`src/rtl/centroid_pkg.sv`:
```
// Shared defaults and FSM state encoding for the centroid divider block.
package centroid_pkg;

    localparam int DEF_SUM_S_WIDTH  = 20;
    localparam int DEF_SUM_XY_WIDTH = 28;
    localparam int DEF_Q_WIDTH      = 10;

    typedef enum logic [2:0] {
        IDLE  = 3'd0,
        LOAD  = 3'd1,
        DIV_X = 3'd2,
        DIV_Y = 3'd3,
        DONE  = 3'd4
    } state_t;

endpackage

```
`src/rtl/centroid_div_ctrl_if.sv`:
```
// Job handshake and result bus of the centroid divider.
interface centroid_div_ctrl_if
    import centroid_pkg::*;
#(
    parameter int SUM_S_WIDTH  = DEF_SUM_S_WIDTH,
    parameter int SUM_XY_WIDTH = DEF_SUM_XY_WIDTH,
    parameter int Q_WIDTH      = DEF_Q_WIDTH
);

    logic                    iSTART;
    logic [SUM_S_WIDTH-1:0]  iSUM_S;
    logic [SUM_XY_WIDTH-1:0] iSUM_SX;
    logic [SUM_XY_WIDTH-1:0] iSUM_SY;
    logic                    oBUSY;
    logic                    oDONE;
    logic                    oVALID;
    logic [Q_WIDTH-1:0]      oCX;
    logic [Q_WIDTH-1:0]      oCY;
    logic                    oDIV0;

    modport master (
        output iSTART, iSUM_S, iSUM_SX, iSUM_SY,
        input  oBUSY, oDONE, oVALID, oCX, oCY, oDIV0
    );

    modport slave (
        input  iSTART, iSUM_S, iSUM_SX, iSUM_SY,
        output oBUSY, oDONE, oVALID, oCX, oCY, oDIV0
    );

endinterface

```
`src/rtl/seq_divider.sv`:
```
// Restoring divider, one quotient bit per load/step cycle.
module seq_divider #(
    parameter int DW = 28,
    parameter int SW = 20
) (
    input  logic          clk,
    input  logic          rst,
    input  logic          load,
    input  logic          step,
    input  logic [DW-1:0] dividend,
    input  logic [SW-1:0] divisor,
    output logic [DW-1:0] quotient,
    output logic          last,
    output logic          full
);

    localparam int CW = $clog2(DW + 1);
    localparam logic [CW-1:0] LAST_C = CW'(DW - 1);
    localparam logic [CW-1:0] FULL_C = CW'(DW);

    logic [SW-1:0] rem_q;
    logic [SW-1:0] rem_src;
    logic [SW-1:0] rem_nx;
    logic [SW:0]   rem_sh;
    logic [DW-1:0] quo_q;
    logic [DW-1:0] quo_src;
    logic          fits;
    logic [CW-1:0] cnt;

    // Load restarts from a clean remainder and performs the first step at once.
    always_comb begin
        rem_src = load ? '0 : rem_q;
        quo_src = load ? dividend : quo_q;
        rem_sh  = {rem_src, quo_src[DW-1]};
        fits    = rem_sh >= {1'b0, divisor};
        rem_nx  = fits ? SW'(rem_sh - {1'b0, divisor}) : rem_sh[SW-1:0];
    end

    always_ff @(posedge clk or posedge rst) begin
        if (rst) begin
            rem_q <= '0;
            quo_q <= '0;
            cnt   <= '0;
        end else if (load || step) begin
            rem_q <= rem_nx;
            quo_q <= {quo_src[DW-2:0], fits};
            cnt   <= load ? CW'(1) : cnt + CW'(1);
        end
    end

    assign quotient = quo_q;
    assign last     = (cnt == LAST_C);
    assign full     = (cnt == FULL_C);

endmodule

```
`src/rtl/centroid_div_ctrl.sv`:
```
// Centroid divider: SX/S and SY/S on one shared divider.
// CENTROID_ROUND_EN selects round-to-nearest quotients.
module centroid_div_ctrl
    import centroid_pkg::*;
#(
    parameter int SUM_S_WIDTH  = DEF_SUM_S_WIDTH,
    parameter int SUM_XY_WIDTH = DEF_SUM_XY_WIDTH,
    parameter int Q_WIDTH      = DEF_Q_WIDTH
) (
    input logic                CCLK,
    input logic                RST,
    centroid_div_ctrl_if.slave bus
);

`ifdef CENTROID_ROUND_EN
    localparam int DW = SUM_XY_WIDTH + 1;
`else
    localparam int DW = SUM_XY_WIDTH;
`endif

    state_t                  state;
    logic [SUM_S_WIDTH-1:0]  sum_s;
    logic [SUM_XY_WIDTH-1:0] sum_sx;
    logic [SUM_XY_WIDTH-1:0] sum_sy;
    logic [DW-1:0]           x_ext;
    logic [DW-1:0]           y_ext;
    logic [DW-1:0]           dividend;
    logic [DW-1:0]           quotient;
    logic [Q_WIDTH-1:0]      qx;
    logic [Q_WIDTH-1:0]      cx;
    logic [Q_WIDTH-1:0]      cy;
    logic                    div_load;
    logic                    div_step;
    logic                    div_last;
    logic                    div_full;
    logic                    busy;
    logic                    done;
    logic                    valid;
    logic                    div0;

    function automatic logic [Q_WIDTH-1:0] sat(input logic [DW-1:0] q);
        return (|q[DW-1:Q_WIDTH]) ? {Q_WIDTH{1'b1}} : q[Q_WIDTH-1:0];
    endfunction

`ifdef CENTROID_ROUND_EN
    assign x_ext = {1'b0, sum_sx} + DW'(sum_s >> 1);
    assign y_ext = {1'b0, sum_sy} + DW'(sum_s >> 1);
`else
    assign x_ext = sum_sx;
    assign y_ext = sum_sy;
`endif

    // X starts in LOAD; Y is loaded while X's quotient is still readable.
    always_comb begin
        dividend = (state == DIV_Y) ? y_ext : x_ext;
        div_load = ((state == LOAD) && (sum_s != '0))
                 || ((state == DIV_Y) && div_full);
        div_step = (state == DIV_X)
                 || ((state == DIV_Y) && !div_full);
    end

    seq_divider #(
        .DW(DW),
        .SW(SUM_S_WIDTH)
    ) u_div (
        .clk     (CCLK),
        .rst     (RST),
        .load    (div_load),
        .step    (div_step),
        .dividend(dividend),
        .divisor (sum_s),
        .quotient(quotient),
        .last    (div_last),
        .full    (div_full)
    );

    always_ff @(posedge CCLK or posedge RST) begin
        if (RST) begin
            state  <= IDLE;
            sum_s  <= '0;
            sum_sx <= '0;
            sum_sy <= '0;
            qx     <= '0;
            cx     <= '0;
            cy     <= '0;
            busy   <= 1'b0;
            done   <= 1'b0;
            valid  <= 1'b0;
            div0   <= 1'b0;
        end else begin
            done <= 1'b0;
            unique case (state)
                IDLE: begin
                    if (bus.iSTART) begin
                        state  <= LOAD;
                        sum_s  <= bus.iSUM_S;
                        sum_sx <= bus.iSUM_SX;
                        sum_sy <= bus.iSUM_SY;
                        valid  <= 1'b0;
                        busy   <= 1'b1;
                    end
                end
                LOAD: begin
                    state <= (sum_s == '0) ? DONE : DIV_X;
                end
                DIV_X: begin
                    if (div_last) state <= DIV_Y;
                end
                DIV_Y: begin
                    if (div_full) qx <= sat(quotient);
                    else if (div_last) state <= DONE;
                end
                DONE: begin
                    cx    <= (sum_s == '0) ? '0 : qx;
                    cy    <= (sum_s == '0) ? '0 : sat(quotient);
                    div0  <= (sum_s == '0);
                    done  <= 1'b1;
                    valid <= 1'b1;
                    busy  <= 1'b0;
                    state <= IDLE;
                end
                default: state <= IDLE;
            endcase
        end
    end

    assign bus.oBUSY  = busy;
    assign bus.oDONE  = done;
    assign bus.oVALID = valid;
    assign bus.oCX    = cx;
    assign bus.oCY    = cy;
    assign bus.oDIV0  = div0;

endmodule

```
`src/flat_wrapper.sv`:
```
// flat-port wrapper written by rule: the top's interface ports become plain ports
module centroid_div_ctrl_flat import centroid_pkg::*;
#(
    parameter int SUM_S_WIDTH  = DEF_SUM_S_WIDTH,
    parameter int SUM_XY_WIDTH = DEF_SUM_XY_WIDTH,
    parameter int Q_WIDTH      = DEF_Q_WIDTH
)
  (CCLK, RST, bus_iSTART, bus_iSUM_S, bus_iSUM_SX, bus_iSUM_SY, bus_oBUSY, bus_oDONE, bus_oVALID, bus_oCX, bus_oCY, bus_oDIV0);
  centroid_div_ctrl_if #(.SUM_S_WIDTH(SUM_S_WIDTH), .SUM_XY_WIDTH(SUM_XY_WIDTH), .Q_WIDTH(Q_WIDTH)) bus_i ();
  input logic CCLK;
  input logic RST;
  input wire logic [$bits(bus_i.iSTART)-1:0] bus_iSTART;
  input wire logic [$bits(bus_i.iSUM_S)-1:0] bus_iSUM_S;
  input wire logic [$bits(bus_i.iSUM_SX)-1:0] bus_iSUM_SX;
  input wire logic [$bits(bus_i.iSUM_SY)-1:0] bus_iSUM_SY;
  output wire logic [$bits(bus_i.oBUSY)-1:0] bus_oBUSY;
  output wire logic [$bits(bus_i.oDONE)-1:0] bus_oDONE;
  output wire logic [$bits(bus_i.oVALID)-1:0] bus_oVALID;
  output wire logic [$bits(bus_i.oCX)-1:0] bus_oCX;
  output wire logic [$bits(bus_i.oCY)-1:0] bus_oCY;
  output wire logic [$bits(bus_i.oDIV0)-1:0] bus_oDIV0;
  assign bus_i.iSTART = bus_iSTART;
  assign bus_i.iSUM_S = bus_iSUM_S;
  assign bus_i.iSUM_SX = bus_iSUM_SX;
  assign bus_i.iSUM_SY = bus_iSUM_SY;
  assign bus_oBUSY = bus_i.oBUSY;
  assign bus_oDONE = bus_i.oDONE;
  assign bus_oVALID = bus_i.oVALID;
  assign bus_oCX = bus_i.oCX;
  assign bus_oCY = bus_i.oCY;
  assign bus_oDIV0 = bus_i.oDIV0;
  centroid_div_ctrl #(.SUM_S_WIDTH(SUM_S_WIDTH), .SUM_XY_WIDTH(SUM_XY_WIDTH), .Q_WIDTH(Q_WIDTH)) u_core (.CCLK(CCLK), .RST(RST), .bus(bus_i));
endmodule
```
`config.mk`:
```
export PLATFORM = sky130hd
export DESIGN_NAME = centroid_div_ctrl_flat
export DESIGN_NICKNAME = d
export VERILOG_FILES = /design/src/rtl/centroid_pkg.sv /design/src/rtl/centroid_div_ctrl_if.sv /design/src/rtl/seq_divider.sv /design/src/rtl/centroid_div_ctrl.sv /design/src/flat_wrapper.sv
export SDC_FILE = /design/constraint.sdc
export NUM_CORES = 1
export LEC_CHECK = 0
export ABC_AREA = 1
export BUFFER_PORTS_ARGS = -buffer_cell sky130_fd_sc_hd__clkbuf_2
export CAP_MARGIN = 20
export CORE_UTILIZATION = 39
export DETAILED_ROUTE_END_ITERATION = 12
export GPL_TIMING_DRIVEN = 1
export PLACE_DENSITY_LB_ADDON = 0.1
export SYNTH_ARGS = -nofsm -noshare
export SYNTH_HDL_FRONTEND = slang
export SYNTH_HIERARCHICAL = 1
export SYNTH_SLANG_ARGS = --single-unit
```
`constraint.sdc`:
```
create_clock -name CCLK -period 3.5 [get_ports CCLK]
set_input_delay 0.7 -clock CCLK [delete_from_list [all_inputs] [get_ports CCLK]]
set_output_delay 0.7 -clock CCLK [all_outputs]
set_load 0.02 [all_outputs]
```
Word level (Yosys, flattened, before mapping)
Cells that the tools add are included.
{ "op_classes": {"addsub": 2, "n_eq_ne": 10, "order_cmp": 1, "mux": 19, "n_reduce_logical": 16} }
{ "ops": {"columns": ["operator", "count"], "rows": [
  ["28-bit 2-to-1 mux", 2],
  ["20-bit 2-to-1 mux", 2],
  ["10-bit 2-to-1 mux", 3],
  ["21-bit by 20-bit >= comparator with 1-bit output", 1],
  ["20-bit zero test", 1],
  ["20-bit nonzero test", 1],
  ["20-bit subtractor", 1],
  ["18-bit OR reduction", 1],
  ["3-bit 2-to-1 mux", 5],
  ["3-bit case mux with 4 select lines", 1],
  ["5-bit equality test, second input constant", 2],
  ["3-bit by 2-bit equality test with 1-bit output, second input constant", 2],
  ["2-bit AND reduction", 3],
  ["5-bit by 1-bit adder with 5-bit output, second input constant", 1],
  ["5-bit 2-to-1 mux", 1],
  ["2-bit by 1-bit inequality test with 1-bit output, second input constant", 2],
  ["2-bit inequality test, second input constant", 2],
  ["1-bit case mux with 2 select lines", 2],
  ["4-bit AND reduction", 1],
  ["3-bit by 1-bit equality test with 1-bit output, second input constant", 1],
  ["3-bit equality test, second input constant", 1],
  ["1-bit logical AND", 3],
  ["3-bit zero test", 1],
  ["1-bit logical OR", 3],
  ["3 further kinds", 5]
]} }
{ "totals": {"regBits": 166, "out_inout_bits": 24, "elab_cells": 62, "in_bits": 79} }

Longest topological paths before layout
{ "logic_depth": {"depth_word": 6, "depth_mapped": 29, "ltp_nobuf": 27} }

By module
The synthesis kept the hierarchy.
{ "modules_own_cells": {"columns": ["module", "area_each_um2", "instances", "seq_area_each_um2", "cells_per_inst"], "rows": [
  ["centroid_div_ctrl", 4888.4, 1, 2827.7, 600],
  ["seq_divider", 4073.9, 1, 1326.3, 592]
]} }

Worst setup path after synthesis
OpenSTA, ideal clock, no wires.
{ "synth_path": {"kind": "flip-flop to flip-flop", "from": "reg u_core.u_div.cnt[0]", "to": "reg u_core.u_div.rem_q[12]", "required_ps": 3384, "path_buffers": 4, "setup_ps": 116, "synth_period_minus_slack_ps": 3287, "arrival_ps": 3171, "path_stages_with_launch": 22, "setup_slack_ps": 213, "cell_sequence": "dfrtp_1 inv_1 ha_1 nand2_1 nor2_1 nand2_2 nand2_1 buf_6 clkbuf_1 clkbuf_1 nor2_1 ha_1 a21o_1 inv_1 o21ai_0 a21oi_1 nand4_4 buf_6 nand3_2 nand2_1 nand2_1 nand2_1"} }
{ "synth_between": {"elab_chain_cells": 6, "elab_cells_between_ends": 12, "classes_between": "1 x add/sub; 1 x order compare; 1 x eq/ne; 3 x mux; 6 x reduce/logical"} }
{ "synth_rtl": {"columns": ["item", "line", "source"], "rows": [
  ["start, declared", "seq_divider.sv:28", "logic [CW-1:0] cnt;"],
  ["start signal, assigned", "seq_divider.sv:47", "cnt <= load ? CW'(1) : cnt + CW'(1);"],
  ["5-bit equality test (*)", "seq_divider.sv:53", "assign full = (cnt == FULL_C);"],
  ["via u_core.div_full", "centroid_div_ctrl.sv:35", "logic div_full;"],
  ["1-bit logical AND (*)", "centroid_div_ctrl.sv:57", "|| ((state == DIV_Y) && div_full);"],
  ["1-bit logical OR (*)", "centroid_div_ctrl.sv:57", null],
  ["via u_core.div_load", "centroid_div_ctrl.sv:32", "logic div_load;"],
  ["28-bit 2-to-1 mux or 20-bit 2-to-1 mux (tied branches)", "seq_divider.sv:33, seq_divider.sv:32", null],
  ["20-bit subtractor or 21-bit by 20-bit >= comparator with 1-bit output (tied branches)", "seq_divider.sv:36, seq_divider.sv:35", null],
  ["20-bit 2-to-1 mux", "seq_divider.sv:36", "rem_nx = fits ? SW'(rem_sh - {1'b0, divisor}) : rem_sh[SW-1:0];"],
  ["end signal, assigned", "seq_divider.sv:45", "rem_q <= rem_nx;"],
  ["end, declared", "seq_divider.sv:21", "logic [SW-1:0] rem_q;"]
]} }
Mark *: on every way through the listed nets, which the timed path passes. The rest lies on a longest branch.
A chain may end at the register's enable or synchronous reset.

Final worst setup path
{ "layout_path": {"from": "reg u_core.sum_s[1]", "to": "reg u_core.u_div.rem_q[10]"} }
{ "layout_between": {"elab_chain_cells": 6, "elab_cells_between_ends": 9, "classes_between": "1 x add/sub; 1 x order compare; 3 x mux; 4 x reduce/logical"} }
{ "layout_rtl": {"columns": ["item", "line", "source"], "rows": [
  ["start, declared", "centroid_div_ctrl.sv:22", "logic [SUM_S_WIDTH-1:0] sum_s;"],
  ["start signal, assigned", "centroid_div_ctrl.sv:96", "sum_s <= bus.iSUM_S;"],
  ["20-bit nonzero test (*)", "centroid_div_ctrl.sv:56", "div_load = ((state == LOAD) && (sum_s != '0))"],
  ["1-bit logical AND (*)", "centroid_div_ctrl.sv:56", null],
  ["1-bit logical OR (*)", "centroid_div_ctrl.sv:57", null],
  ["via u_core.div_load", "centroid_div_ctrl.sv:32", null],
  ["28-bit 2-to-1 mux or 20-bit 2-to-1 mux (tied branches)", "seq_divider.sv:33, seq_divider.sv:32", null],
  ["20-bit subtractor or 21-bit by 20-bit >= comparator with 1-bit output (tied branches)", "seq_divider.sv:36, seq_divider.sv:35", null],
  ["20-bit 2-to-1 mux", "seq_divider.sv:36", null]
]} }
Marked as above.

==> impl_metrics.env <==
export IMPL_status="complete, no violations"
export IMPL_ys_ff_latch=166
export IMPL_path_cells="or2_2 > nor2_2 > nand3_2 > nand2_2 > nand2_2 > buf_12 > nor2_1 > ha_1 > buf_4 > nand2_1 > nor2_1 > inv_1 > nor2_1 > nand3_1 > nand4_4 > buf_4 > nand2_1 > nand3_1 > o21ai_0"
export IMPL_cp_num_buf_inv=4
export IMPL_dieArea_um2=23600
export IMPL_fp_dieH_um=154
export IMPL_p_leak_nw=5.57
export IMPL_hold_viol=0
export IMPL_place_congestion=0.912
export IMPL_worst_clock_skew_ns=0.0159
export IMPL_dpl_instance_area_um2=9790
export IMPL_finalCriticalPeriod_ns=3.25
export IMPL_std_cell_rows=55
export IMPL_end_kind="flop"
export IMPL_synth_cell_area_um2=8960
export IMPL_fillers=2348
export IMPL_drive_gt1_frac=0.177
export IMPL_pwr_density_cell_nw_per_um2=1140
export IMPL_htree_levels=4
export IMPL_design_core_area_um2=22600
export IMPL_io_pins=103
export IMPL_critPathLaunchType="flop"
export IMPL_cts_tree="yes"
export IMPL_dp_hpwl_mm=16.7
export IMPL_ys_warn_count=6
export IMPL_setup_viol=0
export IMPL_routed_wl_mm=23.2
export IMPL_grt_max_degree=64
export IMPL_crit_slowest_cell="dfrtp_1"
export IMPL_dr_first_iter_drc_count=367
export IMPL_num_vias=7738
export IMPL_initial_core_util=0.397
export IMPL_worstMarginPinSlew_ns=0.926
export IMPL_crit_path_max_fanout=13
export IMPL_fp_dieW_um=154
export IMPL_grt_usage=0.211
export IMPL_grt_pass1_vias=7690
export IMPL_ir_worst_vdd_uv=446
export IMPL_final_cell_area_um2=10600
export IMPL_cts_root_buffer="clkbuf_16"
export IMPL_antenna_found_initial=0
export IMPL_wire_per_inst_um=14.5
export IMPL_slew_violations=0
export IMPL_viasPerCell=4.84
export IMPL_synth_edff_count=0
export IMPL_synth_main_ff_cell="dfrtp_1"
export IMPL_slew_headroom=0.381
export IMPL_syn2layout_area_growth_pct=17.9
export IMPL_grt_overflow_total=0
export IMPL_cts_sinks=166
export IMPL_required_ns=3.80
export IMPL_worst_path_largest_cell_delay_ns=0.39
export IMPL_finalPower_mw=12.0
export IMPL_syn_inst=1192
export IMPL_io_buffers=102
export IMPL_max_freq_mhz=308
export IMPL_ys_types=46
export IMPL_ys_async_sr_fraction=1.00
export IMPL_synth_top_area_cell="dfrtp_1"
export IMPL_holdWs_ns=0.438
export IMPL_synth_area_leaders="dfrtp_1, nand2_1, inv_1, o21ai_0, nor2_1"
export IMPL_grt_pass1_wl_mm=39.3
export IMPL_cp_arrival_ns=3.54
export IMPL_crit_top_cell="nor2_1"
export IMPL_nNetsFinal=1402
export IMPL_holdCritPathClass="primary input to asynchronous set/reset pin"
export IMPL_firstDrtPassIters=5
export IMPL_cts_path_max_buffers=2
export IMPL_path_clk_slew_ns=0.08
export IMPL_clk_latency_ns=0.43
export IMPL_synth_top_area_frac=0.463
export IMPL_cts_buffers=17
export IMPL_syn_nets=1292
export IMPL_crit_family="simple AND/OR/NAND/NOR gates"
export IMPL_yosysSeqAreaShare=0.463
export IMPL_syn_area_per_cell_um2=7.52
export IMPL_post_route_period_util=0.927
export IMPL_diodes=0
export IMPL_drt_drc_violations_left=0
export IMPL_drv_cap=0
export IMPL_criticalPathCategory="flop to flop"
export IMPL_rsz0062_at_grt="no"
export IMPL_postRouteAntennaNets=0
## logic make-up (layout without fill, tap and decap cells)
logic type      after synthesis  in the layout  share of synthesized area
fa+ha+maj                    21             21                     0.0302
compound gates              151            151                      0.100
buf+inv                     208            331                      0.100
flops                       166            166                      0.463
xor+xnor                      8              8                    0.00782
simple gates                638            638                      0.298
## flip-flops by register name, indices dropped and copies added (netlist names)
signal / flops
u_core/u_div/cnt: 5
u_core/bus.oVALID: 1
u_core/bus.oDIV0: 1
u_core/sum_sy: 28
u_core/sum_s: 20
u_core/u_div/rem_q: 20
u_core/bus.oBUSY: 1
u_core/bus.oCY: 10
u_core/u_div/quotient: 28
u_core/qx: 10
u_core/bus.oCX: 10
u_core/bus.oDONE: 1
u_core/sum_sx: 28
u_core/state: 3
## report_power, final
group / total (mW) / internal, mW / switching [mW]
registers: 3.17 / 2.75 / 0.417
clock network: 1.88 / 0.970 / 0.914
logic: 6.97 / 2.48 / 4.49
## what timing repair did
action                     in CTS  in global routing
hold buffers                    0                  0
pin swaps                       1                  3
resized for setup               4                 18
buffers inserted                1                  4
cloned                          2                  0
setup endpoints to repair       3                 21
## through the flow
stage | setup WS (ns) | setup TNS [ns] | utilization | instances
final | 0.255 | 0 | 0.468 | 1600
after global routing | 0.00605 | 0 | 0.468 | 1600
after floorplan | 0.213 | 0 | - | 1192
after CTS | 0.0284 | 0 | 0.464 | 1596
after global placement | 0.0866 | 0 | 0.434 | 1561
after detailed placement | -0.0249 | -0.0277 | 0.434 | 1561
## layout by cell type, fill, tap and decap left out, types with 3 or more instances in the layout
master     count
a21oi_1       21
buf_4         33
clkbuf_16     17
clkbuf_2     102
clkinv_8       6
dfrtp_1      166
ha_1          19
inv_1        150
inv_2          7
inv_6          3
inv_8          3
nand2_1      448
nand2_2       14
nand3_1       44
nand3_2        9
nand4_1       22
nor2_1        69
nor2_2        13
nor3_1         4
nor4_1         3
o21ai_0       74
o21ai_1       15
o21ai_2        4
o221ai_1      24
or2_2          4
xor2_1         6
## Yosys cell counts, types with 9 or more instances
| cell type | n |
|---|---|
| o221ai_1 | 24 |
| inv_1 | 152 |
| ha_1 | 20 |
| nand2_1 | 454 |
| o21ai_1 | 15 |
| buf_4 | 9 |
| dfrtp_1 | 166 |
| clkbuf_1 | 25 |
| nor2_1 | 77 |
| a21oi_1 | 21 |
| nand4_1 | 22 |
| o21ai_0 | 75 |
| nand3_1 | 45 |
## per-layer routing
layer	GRT usage	vias up	part of all wire
met5	0	-	0
met1	0.293	3588	0.49
met2	0.337	145	0.46
met3	0.0302	27	0.033
met4	0.0757	0	0.020
li1	-	3978	-
## layout make-up
| cell class | count | area [um^2] | area share |
|---|---|---|---|
| flip-flops and latches | 166 | 4150 | 0.393 |
| multi-input cells | 818 | 3970 | 0.376 |
| repair buffers | 139 | 863 | 0.0817 |
| inverters | 160 | 617 | 0.0584 |
| clock buffers | 17 | 425 | 0.0403 |
| well taps | 285 | 357 | 0.0338 |
| clock inverters | 15 | 180 | 0.0171 |
## final timing paths
| kind | startpoint | endpoint | slack [ns] | cells past startpoint |
|---|---|---|---|---|
| setup / recovery | u_core/sum_s[1]$_DFFE_PP0P_ | u_core/u_div/rem_q[10]$_DFFE_PP0P_ | 0.25 | 19 |
| hold / removal | RST | u_core/bus.oCY[0]$_DFFE_PP0P_ | 0.44 | 2 |
| setup reg to reg | u_core/sum_s[1]$_DFFE_PP0P_ | u_core/u_div/rem_q[10]$_DFFE_PP0P_ | 0.25 | 19 |
| hold reg to reg | u_core/sum_sx[6]$_DFFE_PP0P_ | u_core/sum_sx[6]$_DFFE_PP0P_ | 0.47 | 2 |
| max in group asynchronous | RST | u_core/sum_sy[16]$_DFFE_PP0P_ | 2.22 | 3 |
| min in group CCLK | bus_iSUM_SX[20] | u_core/sum_sx[20]$_DFFE_PP0P_ | 0.46 | 3 |
Power figures use the tool's default switching activity.
